### config.mk
export PLATFORM = sky130hd
export DESIGN_NAME = phase2speed_mc
export DESIGN_NICKNAME = d
export VERILOG_FILES = /design/src/rtl/phase2speed_mc.sv
export SDC_FILE = /design/constraint.sdc
export NUM_CORES = 1
export LEC_CHECK = 0
export ABC_AREA = 1
export CAP_MARGIN = 20
export CORE_MARGIN = 3
export CORE_UTILIZATION = 55
export CTS_CLUSTER_SIZE = 30
export DETAILED_ROUTE_END_ITERATION = 7
export PLACE_DENSITY = 0.77
export SETUP_SLACK_MARGIN = 0.1
export SLEW_MARGIN = 20
export SYNTH_ARGS = -nofsm -noshare
export SYNTH_HDL_FRONTEND = slang
export SYNTH_SLANG_ARGS = --single-unit
### constraint.sdc
create_clock -name clock -period 13.52 [get_ports clock]
set_input_delay 2.704 -clock clock [delete_from_list [all_inputs] [get_ports clock]]
set_output_delay 2.704 -clock clock [all_outputs]
set_load 0.03 [all_outputs]
### src/rtl/phase2speed_mc.sv
// phase2speed_mc: multi-channel phase-difference to speed converter.
// Channels share one 3-stage pipeline and are told apart by a channel tag:
// S1 scales the phase, S2 rounds/shifts and saturates, S3 runs a per-channel
// 2^LOG2_N moving average and registers the outputs.
module phase2speed_mc #(
    parameter int CHANNELS = 2,
    parameter int IN_W     = 19,
    parameter int OUT_W    = 16,
    parameter int K_W      = 18,
    parameter int K_SCALE  = 1,
    parameter int SHIFT    = 0,
    parameter int LOG2_N   = 3,
    localparam int CW      = (CHANNELS > 1) ? $clog2(CHANNELS) : 1
) (
    input  logic                    clock,
    input  logic                    reset,
    input  logic                    sample,
    input  logic [CW-1:0]           chan,
    input  logic signed [IN_W-1:0]  phase,
    input  logic                    flush,
    output logic signed [OUT_W-1:0] speed,
    output logic [CW-1:0]           speed_chan,
    output logic                    ready,
    output logic                    settled,
    output logic                    sat,
    output logic                    chan_err
);

    localparam int P_W   = IN_W + K_W;
    localparam int SUM_W = OUT_W + LOG2_N;
    localparam int DEPTH = 1 << LOG2_N;
    localparam int PW    = (LOG2_N > 0) ? LOG2_N : 1;
    localparam int FW    = LOG2_N + 1;

    localparam logic signed [K_W-1:0] K_VAL   = K_W'(K_SCALE);
    localparam logic signed [P_W-1:0] HALF    = P_W'((2 ** SHIFT) / 2);
    localparam logic signed [P_W-1:0] SAT_MAX = {{(P_W-OUT_W+1){1'b0}}, {(OUT_W-1){1'b1}}};
    localparam logic signed [P_W-1:0] SAT_MIN = {{(P_W-OUT_W+1){1'b1}}, {(OUT_W-1){1'b0}}};
    localparam logic [CW:0]           CH_LIM  = (CW+1)'(CHANNELS);
    localparam logic [FW-1:0]         FULL    = FW'(DEPTH);

    // Round half up, then arithmetic shift right; HALF is zero when SHIFT is 0.
    function automatic logic signed [P_W-1:0] round_shift(input logic signed [P_W-1:0] p);
        logic signed [P_W-1:0] biased;
        biased = p + HALF;
        return biased >>> SHIFT;
    endfunction

    // Clip to the OUT_W range; the MSB of the result flags that clipping happened.
    function automatic logic [OUT_W:0] saturate(input logic signed [P_W-1:0] v);
        if (v > SAT_MAX)
            return {1'b1, SAT_MAX[OUT_W-1:0]};
        else if (v < SAT_MIN)
            return {1'b1, SAT_MIN[OUT_W-1:0]};
        else
            return {1'b0, v[OUT_W-1:0]};
    endfunction

    logic                    chan_ok;
    logic signed [P_W-1:0]   phase_ext;
    logic signed [P_W-1:0]   k_ext;
    logic signed [P_W-1:0]   prod_p0;
    logic [CW-1:0]           chan_p0;
    logic                    vld_p0;

    logic [OUT_W:0]          sat_res;
    logic signed [OUT_W-1:0] q_p1;
    logic                    sat_p1;
    logic [CW-1:0]           chan_p1;
    logic                    vld_p1;

    logic signed [SUM_W-1:0] sum_r  [CHANNELS];
    logic signed [OUT_W-1:0] hist_r [CHANNELS][DEPTH];
    logic [PW-1:0]           wp_r   [CHANNELS];
    logic [FW-1:0]           fill_r [CHANNELS];

    logic signed [OUT_W-1:0] oldest;
    logic signed [SUM_W-1:0] sum_nxt;
    logic [FW-1:0]           fill_nxt;
    logic [PW-1:0]           wp_nxt;

    assign chan_ok   = ({1'b0, chan} < CH_LIM);
    assign phase_ext = P_W'(phase);
    assign k_ext     = P_W'(K_VAL);

    // ---- S1: full-precision scale; out-of-range tags are dropped here ----
    // Capture the product and flag bad channel tags one cycle after the strobe.
    always_ff @(posedge clock or posedge reset) begin
        if (reset) begin
            vld_p0   <= 1'b0;
            chan_err <= 1'b0;
            chan_p0  <= '0;
            prod_p0  <= '0;
        end else begin
            vld_p0   <= sample && chan_ok;
            chan_err <= sample && !chan_ok;
            chan_p0  <= chan;
            prod_p0  <= phase_ext * k_ext;
        end
    end

    // ---- S2: round, shift and saturate to OUT_W ----
    assign sat_res = saturate(round_shift(prod_p0));

    // Register the clipped sample and its clip flag.
    always_ff @(posedge clock or posedge reset) begin
        if (reset) begin
            vld_p1  <= 1'b0;
            chan_p1 <= '0;
            q_p1    <= '0;
            sat_p1  <= 1'b0;
        end else begin
            vld_p1  <= vld_p0;
            chan_p1 <= chan_p0;
            q_p1    <= sat_res[OUT_W-1:0];
            sat_p1  <= sat_res[OUT_W];
        end
    end

    // ---- S3: per-channel moving average ----
    // Read-modify-write of the channel state completes in this one cycle, so a
    // sample on the same channel next cycle already sees the updated sum/history.
    always_comb begin
        oldest   = hist_r[chan_p1][wp_r[chan_p1]];
        sum_nxt  = sum_r[chan_p1] + SUM_W'(q_p1) - SUM_W'(oldest);
        fill_nxt = (fill_r[chan_p1] == FULL) ? FULL : fill_r[chan_p1] + 1'b1;
        wp_nxt   = (DEPTH == 1) ? '0 : wp_r[chan_p1] + 1'b1;
    end

    // Update the channel state (flush clears every channel) and register outputs.
    // A sample finishing S3 on the flush edge still reports its result, but its
    // state update is discarded along with the rest of the history.
    always_ff @(posedge clock or posedge reset) begin
        if (reset) begin
            for (int c = 0; c < CHANNELS; c++) begin
                sum_r[c]  <= '0;
                wp_r[c]   <= '0;
                fill_r[c] <= '0;
                for (int d = 0; d < DEPTH; d++) hist_r[c][d] <= '0;
            end
            ready      <= 1'b0;
            speed      <= '0;
            speed_chan <= '0;
            settled    <= 1'b0;
            sat        <= 1'b0;
        end else begin
            ready <= vld_p1;
            if (vld_p1) begin
                speed      <= OUT_W'(sum_nxt >>> LOG2_N);
                speed_chan <= chan_p1;
                settled    <= (fill_nxt == FULL);
                sat        <= sat_p1;
            end
            if (flush) begin
                for (int c = 0; c < CHANNELS; c++) begin
                    sum_r[c]  <= '0;
                    wp_r[c]   <= '0;
                    fill_r[c] <= '0;
                    for (int d = 0; d < DEPTH; d++) hist_r[c][d] <= '0;
                end
            end else if (vld_p1) begin
                sum_r[chan_p1]                <= sum_nxt;
                hist_r[chan_p1][wp_r[chan_p1]] <= q_p1;
                wp_r[chan_p1]                 <= wp_nxt;
                fill_r[chan_p1]               <= fill_nxt;
            end
        end
    end

endmodule

# Word-level counts from Yosys, hierarchy flattened
# Index checks and enable logic that the tools add are counted.
# Widths: inputs -> output; s select.
[op_classes]
n_mux = 40
addsub = 4
n_eq_ne = 2
n_reduce_logical = 3
n_bitwise = 2
n_lt_le_gt_ge = 6
[ops]
columns = ["cell", "count"]
rows = [
  ["$mux 128", 4],
  ["$mux 256", 2],
  ["$bwmux 256", 1],
  ["$demux 128 s1", 1],
  ["$mux 19", 4],
  ["$mux 38", 2],
  ["$bmux 16 s3", 1],
  ["$demux 16 s3", 1],
  ["$mux 16", 3],
  ["$bwmux 38", 1],
  ["$mux 17", 2],
  ["$mux 4", 5],
  ["$add 19x16->19", 1],
  ["$demux 19 s1", 1],
  ["$gt 19x16->1 const B", 1],
  ["$lt 19x16->1 const B", 1],
  ["$sub 19x16->19", 1],
  ["$mux 8", 2],
  ["$mux 3", 4],
  ["$mux 6", 2],
  ["$bwmux 8", 1],
  ["$eq 4x4->1 const B", 2],
  ["$bwmux 6", 1],
  ["$add 4x1->4 const B", 1],
  ["11 further kinds", 12],
]
[totals]
word_cells = 91
output_inout_bits = 21
inputBits = 24
register_bits = 368

# Longest topological paths before layout
# Gate-level depths: netlist (run 1).
[logic_depth]
ltp_word = 14
depth_mapped = 25
mapped_depth_nobuf = 24

# Worst setup path after synthesis (run 1)
# Ideal clock, no wire load.
[synth_path]
path_type = "input to register"
from = "input port flush"
to = "register hist_r[63] (netlist bit)"
slack_ns = 9.628
arrival_ns = 3.797
required_time_ns = 13.425
cell_stages = 6
setup_ns = 0.095
n_path_buf = 3
cell_sequence = "inv_1 -> clkbuf_1 -> buf_1 -> buf_1 -> nand3_1 -> o31ai_1"
[synth_via]
elab_chain_len = 1
elab_cells_between_ends = 2
cone_classes = "1 x mux; 1 x reduce/logical"
[synth_lines]
columns = ["item", "line_no", "source"]
rows = [
  ["start, declared", "20", "input logic flush,"],
  ["$mux 256 / $reduce_bool 2->1 (equally long branches)", "n/a", ""],
  ["end signal, assigned by index", "163", "hist_r[chan_p1][wp_r[chan_p1]] <= q_p1;"],
  ["end, declared", "73", "logic signed [OUT_W-1:0] hist_r [CHANNELS][DEPTH];"],
]
# Parallel ways exist; a longest one is shown, timed or not.
# A chain may end at the register's enable or synchronous reset.

# Worst setup path in the final report (run 1)
[layout_path]
from = "register chan_p1"
to = "register sum_r[9] (netlist bit)"
[layout_via]
elab_chain_len = 12
elab_cells_between_ends = 24
cone_classes = "2 x add/sub; 2 x order compare; 17 x mux; 2 x bitwise; 1 x reduce/logical"
[layout_lines]
columns = ["item", "line_no", "source"]
rows = [
  ["start, declared", "69", "logic [CW-1:0] chan_p1;"],
  ["start signal, assigned", "114", "chan_p1 <= chan_p0;"],
  ["$not 1->2 (implied by the code) *", "124, 125, 162", ""],
  ["branches (longest 8 deep; another with $add 19x16->19)", "n/a", ""],
  ["$bwmux 38 *", "162", "sum_r[chan_p1] <= sum_nxt;"],
  ["$mux 38 *", "161", "end else if (vld_p1) begin"],
  ["$mux 38 *", "154", "if (flush) begin"],
  ["end signal, assigned by index", "162", ""],
  ["end, declared", "72", "logic signed [SUM_W-1:0] sum_r [CHANNELS];"],
]
# Every way passes the cells marked *. The select of a mux whose other input is x is not followed.

==> impl_metrics.tcl, run 1 <==
set metrics [dict create \
    path_cells "inv_2 -> nor2_8 -> nor2_8 -> inv_4 -> nor2_1 -> nor2_1 -> o21ai_0 -> nand4_1 -> fa_1 -> inv_1 -> ha_1 -> nand2_1 -> nand2_1 -> a21oi_1 -> nand3_1 -> o21ai_0 -> o21ai_0" \
    gp_congestion 0.976 \
    cp_top_family "simple AND/OR/NAND/NOR gates" \
    diodes 0 \
    p_leak_nw 8.90 \
    fin_crit_sh 0.420 \
    max_freq_ghz 0.176 \
    syn_area_mm2 0.0176 \
    status "finished clean" \
    cts_root_buffer "clkbuf_16" \
    rows 64 \
    grt_pass1_vias 14300 \
    finalHoldViolCount 0 \
    maxSlewHeadroom 0.267 \
    peakVddDrop_uv 84.1 \
    crit_path_top_delay_cell "dfrtp_4" \
    min_path_cells 0 \
    start_kind "flip-flop" \
    track_usage 0.287 \
    hpwl_um 30800 \
    finalSetupViolations 0 \
    power_density_mw_per_mm2 157 \
    synth.distinct_cells 41 \
    dr.pass1.iters 6 \
    crit_buf_inv 3 \
    clk_latency_ns 0.54 \
    grt_pass1_wl_um 77300 \
    arrival_ns 6.05 \
    ios 45 \
    path_max_fanout 73 \
    wire_per_inst_um 19.6 \
    clkTransAtPathRegs_ns 0.06 \
    grt_setup_unrepaired "no" \
    r2r_cells 17 \
    maxSlewViolCount 0 \
    cts.path.max_buffers 3 \
    htree_levels 2 \
    critPathKind "reg -> reg" \
    clock-sinks 368 \
    totalPowerFinal_mw 3.03 \
    slowest_delay_ns 0.72 \
    final_common_cell "nand2_1" \
    cpMostUsedCell "o21ai_0" \
    n_fill_cell 2640 \
    grt_max_degree 174 \
    ys_seq_area_frac 0.523 \
    maxCapViolCount 0 \
    area_growth_pct 9.83 \
    core-area_mm2 0.0311 \
    crit_cells 17 \
    syn_area_per_cell_um2 8.50 \
    cts_tree "built" \
    period_needed_ns 5.67 \
    hold_buffers 0 \
    vias 14900 \
    die_w_um 185 \
    syn_inst 2072 \
    cp-end-kind "flip-flop" \
    die_area_mm2 0.0342 \
    nNetsFinal 2096 \
    die_h_um 185 \
    postCtsSetupBuffers 0 \
    viasPerCell 6.05 \
    numCtsBuffers 40 \
    layout_common_cells "nand2_1, dfrtp_1, o21ai_0" \
    drive_above_1_share 0.0548 \
    drt-total-wl_um 48300 \
    pre_cts_ws_ns 7.60 \
    fin_setup_tns_ns 0 \
    fin_util 0.623 \
    setup_ws_ns 7.85 \
    drtIter0Drc 1968 \
    drc 0 \
    hold_path.class "reg -> reg" \
    worstMarginPinSlew_ns 1.10 \
    cp.required_ns 13.90 \
    start_util 0.567 \
    yosysWarnings 0 \
    grt_overflow 0 \
    drt.antenna.violating_nets 0 \
    antenna_found_initial 1 \
    post_cts_resized 0 \
    io_buffers 43 \
    ys_seq_elements 368 \
    clock_skew_ns 0.0194 \
    synth.net_count 2137 \
]
-- cells in the mapped netlist (all sizes together) --
cell / n / area, µm²
a21oi: 73 / 365
a22oi: 1 / 7.51
buf: 65 / 343
clkbuf: 70 / 265
clkinv: 1 / 3.75
conb: 1 / 3.75
dfrtp: 368 / 9210
fa: 18 / 360
ha: 23 / 288
inv: 221 / 832
mux2i: 18 / 180
nand2: 428 / 1620
nand3: 197 / 996
nand3b: 5 / 37.5
nand4: 16 / 100
nor2: 99 / 453
nor3: 5 / 25.0
o2111ai: 2 / 17.5
o211ai: 5 / 37.5
o21a: 2 / 15.0
o21ai: 328 / 1650
o21bai: 1 / 7.51
o22ai: 111 / 694
o31ai: 3 / 22.5
o32ai: 1 / 8.76
or2: 4 / 25.0
xnor2: 3 / 26.3
xor2: 3 / 26.3
-- state kept, by name, summed over array words and instances (netlist names), 6 cells and up --
register / cells
hist_r: 256
sum_r: 38
prod_p0: 19
q_p1: 16
speed: 16
fill_r: 8
wp_r: 6
-- metal layers --
layer / track usage / routed length, µm
met4: 0.105 / 1730
met3: 0.0727 / 4970
met2: 0.432 / 21400
met1: 0.408 / 20200
met5: 0 / 12
-- power by group --
part | switching, mW | internal [mW] | total, mW | leakage, nW
clock network | 0.440 | 0.630 | 1.07 | 0.629
registers | 0.0444 | 1.18 | 1.22 | 4.95
logic | 0.505 | 0.235 | 0.741 | 3.32
total | 0.989 | 2.05 | 3.03 | 8.90
-- cells by family after synthesis --
family,share of synthesized area
AND/OR/NAND/NOR,0.185
AO/OA/AOI/OAI,0.160
flip-flops,0.523
buffers and inverters,0.0819
adder cells (fa/ha/maj),0.0368
multiplexers,0.0102
XOR/XNOR,0.00298
other,0.000213
-- layout make-up --
| type | instances | area, µm² | share of cell area |
|---|---|---|---|
| flip-flops and latches | 368 | 9210 | 0.476 |
| multi-input cells | 1347 | 6990 | 0.361 |
| clock buffers | 63 | 1200 | 0.0620 |
| inverters | 222 | 846 | 0.0437 |
| repair buffers | 52 | 510 | 0.0264 |
| well taps | 396 | 495 | 0.0256 |
| clock inverters | 10 | 95.1 | 0.00491 |
-- final timing paths --
path                       slack, ns           to  startpoint
max                             7.85     sum_r[9]     chan_p1
min                             0.36       vld_p1      vld_p0
max reg2reg                     7.85     sum_r[9]     chan_p1
min reg2reg                     0.36       vld_p1      vld_p0
max in group asynchronous       8.48  hist_r[229]       reset
min in group asynchronous       2.73   hist_r[27]       reset
-- stage by stage --
step | cells | hold WS (ns) | area (µm²)
6_report | 2458 | 0.356 | 19400
5_1_grt | 2458 | 0.365 | 19400
4_1_cts | 2458 | 0.358 | 19300
3_5_place_dp | 2385 | 0.336 | 18000
3_3_place_gp | 2385 | 0.335 | 18000
2_1_floorplan | 2072 | 0.331 | 17600
(Power assumes the default switching activity.)
==> run 2, diff against run 1 <==
- clock period: 13.52 -> 5 ns (I/O delays scaled with it)
==> run 2 against run 1 <==
- largest cell class unchanged
- maximum frequency grew 27%
- critical endpoint is now sum_r[29]
- highest routed layer is now met4
- first-iteration DRC count shrank 8.9%
- largest power group unchanged
- wire length increased by 4.1%
- design area rose by 1.3%
- register-to-register slack got worse by 7.3 ns
- global-route usage grew 1.0 points
- setup slack got worse by 7.3 ns
- combinational power grew to 2.7 times the previous value
- core utilization up 0.81 points
==> impl_metrics.tcl, run 2 (synthesis results as in run 1) <==
set metrics [dict create \
    status "finished clean" \
    gp_congestion 0.950 \
    viasPerCell 6.03 \
    grt_pass1_wl_um 79400 \
    diodes 0 \
    layout_common_cells "nand2_1, dfrtp_1, o21ai_0" \
    grt_max_degree 124 \
    period_needed_ns 4.48 \
    met2WireLength_um 22300 \
    drt-total-wl_um 50200 \
    final_common_cell "nand2_1" \
    max_freq_ghz 0.223 \
    reg.largest.list "hist_r x256, sum_r x38, prod_p0 x19" \
    track_usage 0.297 \
    slowest_delay_ns 0.55 \
    arrival_ns 4.88 \
    grt_overflow 0 \
    vias 15000 \
    multi_input_area_mm2 0.00697 \
    clock_skew_ns 0.0261 \
    wire_per_inst_um 20.3 \
    holdCritStartpoint "vld_p0" \
    area_growth_pct 11.3 \
    cts.path.max_buffers 3 \
    min_path_cells 0 \
    postCtsSetupBuffers 0 \
    drive_above_1_share 0.0657 \
    die_area_mm2 0.0342 \
    met3_length_um 5100 \
    ios 45 \
    htree_levels 2 \
    grt_pass1_vias 14400 \
    worstMarginPinSlew_ns 1.02 \
    finalHoldViolCount 0 \
    hold_path.class "reg -> reg" \
    clkTransAtPathRegs_ns 0.07 \
    placed_area_mm2 0.0183 \
    rows 64 \
    clk_latency_ns 0.55 \
    hpwl_um 32000 \
    clock-sinks 368 \
    hold_end "vld_p1" \
    worstReg2RegStart "chan_p1" \
    cpMostUsedCell "nor2_8" \
    cts_tree "built" \
    crit_buf_inv 5 \
    antenna_found_initial 0 \
    p_leak_nw 9.05 \
    cp.required_ns 5.40 \
    largest_reg_flops 256 \
    maxSlewViolCount 0 \
    design_area_mm2 0.0196 \
    finalSetupViolations 0 \
    cts_root_buffer "clkbuf_16" \
    io_buffers 43 \
    path_max_fanout 44 \
    power_density_mw_per_mm2 421 \
    largest-register "hist_r" \
    crit_path_top_delay_cell "dfrtp_4" \
    wl_met1_um 20800 \
    core-area_mm2 0.0311 \
    nNetsFinal 2124 \
    die_h_um 185 \
    post_cts_resized 0 \
    grt_setup_unrepaired "no" \
    drc 0 \
    n_fill_cell 2607 \
    die_w_um 185 \
    top_layer_used "met4" \
    numCtsBuffers 39 \
    dr.pass1.iters 6 \
    drt.antenna.violating_nets 0 \
    path_cells "inv_2 -> nor2_8 -> nor2_8 -> inv_4 -> nor2_8 -> inv_2 -> nor2_2 -> inv_1 -> o211ai_1 -> nor2_1 -> fa_1 -> ha_1 -> nand2_1 -> inv_1 -> a21oi_1 -> nand3_1 -> o21ai_0 -> o21ai_0" \
    start_kind "flip-flop" \
    maxCapViolCount 0 \
    maxSlewHeadroom 0.317 \
    start_util 0.567 \
    cp-end-kind "flip-flop" \
    totalPowerFinal_mw 8.26 \
    critPathKind "reg -> reg" \
    fin_crit_sh 0.895 \
    hold_buffers 0 \
    cp_top_family "simple AND/OR/NAND/NOR gates" \
    regToRegSetupSlack_ns 0.52 \
    r2r_cells 18 \
    peakVddDrop_uv 317 \
    seqCellArea_mm2 0.00921 \
    drtIter0Drc 1792 \
    r2r-end "sum_r[29]" \
]
-- run 2: changes by cell type in the layout (fill, tap and decap cells not counted), moves of 3 or more --
cell / change
buf_4: +24
clkbuf_1: -5
bufinv_16: +3
buf_12: +4
clkbuf_16: -3
clkbuf_8: -4
nand3_2: -4
nand3_1: +4
-- run 2: through the flow --
| step | setup WS (ns) | setup TNS, ns | hold WS [ns] | instances | utilization |
|---|---|---|---|---|---|
| after detailed placement | 0.597 | 0 | 0.340 | 2414 | 0.590 |
| after floorplan | -0.938 | -345.25 | 0.331 | 2072 | - |
| after CTS | 0.571 | 0 | 0.354 | 2481 | 0.631 |
| after global placement | 0.643 | 0 | 0.333 | 2413 | 0.589 |
| final | 0.523 | 0 | 0.351 | 2481 | 0.631 |
| after global routing | 0.163 | 0 | 0.357 | 2481 | 0.631 |
-- run 2: routing by layer --
layer	vias up	GRT usage
li1	6861	-
met1	7129	0.429
met2	805	0.451
met3	167	0.0552
met4	0	0.116
met5	-	0
-- run 2: how the worst max path moves through the flow --
stage | start | to | slack [ns] | cells past startpoint
floorplan | reset | chan_p0 | -0.94 | 1
global placement | chan_p1 | sum_r[29] | 0.64 | 18
detailed placement | chan_p1 | sum_r[29] | 0.60 | 18
CTS | chan_p1 | sum_r[29] | 0.57 | 18
global route | chan_p1 | sum_r[29] | 0.16 | 18
finish | chan_p1 | sum_r[29] | 0.52 | 18
-- run 2: area by class of cell --
cell class              instances  share of cell area
repair buffers                 81              0.0407
clock inverters                16              0.0118
multi-input cells            1347               0.356
flip-flops and latches        368               0.470
clock buffers                  51              0.0536
inverters                     222              0.0430
well taps                     396              0.0253
-- run 2: power by group --
part	internal [mW]	total, mW	switching, mW
clock	1.70	2.92	1.22
sequential	3.19	3.31	0.119
combinational	0.656	2.03	1.37
==> run 3, diff against run 2 <==
- PLACE_DENSITY: 0.77 -> 0.81
==> run 3 against run 2 <==
- design area down 0.60%
- wire length down 0.19%
- cell count down 0.20%
- largest cell class unchanged
- clock skew down 0.011 ns
- total power down 2.0%
- register-to-register slack worse by 0.098 ns
- critical path depth up 3
- clock-buffer cell count unchanged
- setup slack worse by 0.098 ns
- critical path type unchanged
- non-clock buffer count down 5
- first-iteration DRC count down 7.1%
- via count up 0.27%
==> impl_metrics.tcl, run 3 (synthesis results as in run 1) <==
set metrics [dict create \
    viasPerCell 6.06 \
    htree_levels 2 \
    largest-register "hist_r" \
    hold_path.class "reg -> reg" \
    min_path_cells 0 \
    setup_ws_ns 0.425 \
    crit_path_top_delay_cell "dfrtp_4" \
    path_max_fanout 44 \
    numCtsBuffers 38 \
    power_density_mw_per_mm2 416 \
    grt_use_met1 0.423 \
    maxSlewViolCount 0 \
    slowest_delay_ns 0.69 \
    drc 0 \
    reg.largest.list "hist_r x256, sum_r x38, prod_p0 x19" \
    maxSlewHeadroom 0.321 \
    busiest_layer "met2" \
    diodes 0 \
    grt_overflow 0 \
    holdWs_ns 0.370 \
    grt_util_met3 0.0583 \
    drive_above_1_share 0.0668 \
    ios 45 \
    status "finished clean" \
    r2r-end "sum_r[10]" \
    drt.antenna.violating_nets 0 \
    clkTransAtPathRegs_ns 0.06 \
    cp.required_ns 5.38 \
    antenna_found_initial 0 \
    gp_congestion 0.913 \
    post_cts_resized 0 \
    core-area_mm2 0.0311 \
    hpwl_um 31900 \
    track_usage 0.295 \
    regToRegSetupSlack_ns 0.42 \
    path_cells "inv_2 -> nor2_8 -> nor2_8 -> inv_4 -> buf_12 -> a21oi_1 -> o21ai_0 -> o21ai_0 -> a21oi_1 -> nand2_1 -> fa_1 -> inv_1 -> ha_1 -> nand2_1 -> inv_1 -> nand2_1 -> nand2_1 -> nand2_1 -> nand3_1 -> o21ai_0 -> o21ai_0" \
    cpMostUsedCell "nand2_1" \
    p_leak_nw 9.00 \
    dp_cells 2408 \
    fin_crit_sh 0.915 \
    grt_max_degree 128 \
    cts_tree "built" \
    cts.path.max_buffers 3 \
    holdCritStartpoint "vld_p0" \
    dr.pass1.iters 6 \
    grt_pass1_wl_um 79400 \
    die_area_mm2 0.0342 \
    max_freq_ghz 0.219 \
    finalSetupViolations 0 \
    die_w_um 185 \
    gr-usage-met2 0.436 \
    cts_root_buffer "clkbuf_16" \
    start_kind "flip-flop" \
    crit_buf_inv 5 \
    hold_buffers 0 \
    cp-end-kind "flip-flop" \
    wire_per_inst_um 20.3 \
    grt_pass1_vias 14500 \
    clock_skew_ns 0.0148 \
    clock-sinks 368 \
    maxCapViolCount 0 \
    clk_latency_ns 0.53 \
    final_common_cell "nand2_1" \
    finalHoldViolCount 0 \
    die_h_um 185 \
    stdcell_count 2476 \
    drtIter0Drc 1665 \
    vias 15000 \
    cp_top_family "compound AO/OA/AOI/OAI gates" \
    pre_cts_ws_ns 0.542 \
    drt-total-wl_um 50100 \
    postCtsSetupBuffers 0 \
    peakVddDrop_uv 316 \
    critPathKind "reg -> reg" \
    rows 64 \
    hold_end "vld_p1" \
    nNetsFinal 2118 \
    area_growth_pct 10.6 \
    period_needed_ns 4.58 \
    start_util 0.567 \
    io_buffers 43 \
    worstReg2RegStart "chan_p1" \
    r2r_cells 21 \
    arrival_ns 4.96 \
    worstMarginPinSlew_ns 1.02 \
    layout_common_cells "nand2_1, dfrtp_1, o21ai_0" \
    grt_setup_unrepaired "no" \
    largest_reg_flops 256 \
]
==> run 3: cell count changes in the layout (fill, tap and decap cells not counted), moves of 2 or more <==
cell,delta
buf_4,-5
clkbuf_8,+4
bufinv_16,-3
nand2_2,+2
clkinv_8,-2
clkbuf_1,-4
nand2_1,-2
clkinv_2,+7
clkinv_4,-2
==> run 3: metrics by stage <==
step	cell area, µm²	setup TNS [ns]	utilization	power, mW
floorplan	17600	-345.25	-	4.73
global placement	18300	0	0.587	5.32
detailed placement	18300	0	0.588	5.35
CTS	19500	0	0.627	8.09
global route	19500	0	0.627	8.49
finish	19500	0	0.627	8.10
==> run 3: how the worst max path moves through the flow <==
stage            start   endpoint  cells after the start
3_3_place_gp   chan_p1  sum_r[29]                     13
2_1_floorplan    reset    chan_p0                      1
5_1_grt        chan_p1  sum_r[29]                     21
6_report       chan_p1  sum_r[10]                     21
4_1_cts        chan_p1  sum_r[10]                     21
3_5_place_dp   chan_p1  sum_r[10]                     21
==> run 3: power by group <==
group	total, mW	switching, mW	internal (mW)	leakage (nW)
registers	3.31	0.123	3.19	4.95
clock network	2.75	1.17	1.58	0.603
logic	2.04	1.38	0.654	3.45
total	8.10	2.67	5.43	9.00
==> run 3: routing by layer <==
metal / wire length (µm) / vias up
li1: - / 6836
met1: 20400 / 7175
met2: 21800 / 815
met3: 5350 / 176
met4: 2540 / 0
met5: 0 / -
==> run 3: layout make-up <==
cell class                 instances  area, µm²
clock buffer                      51       1090
tap                              396        495
timing repair buffer              76        748
fill                            2599      11600
inverter                         222        842
sequential                       368       9210
clock inverter                    16        114
multi-input combinational       1347       6980
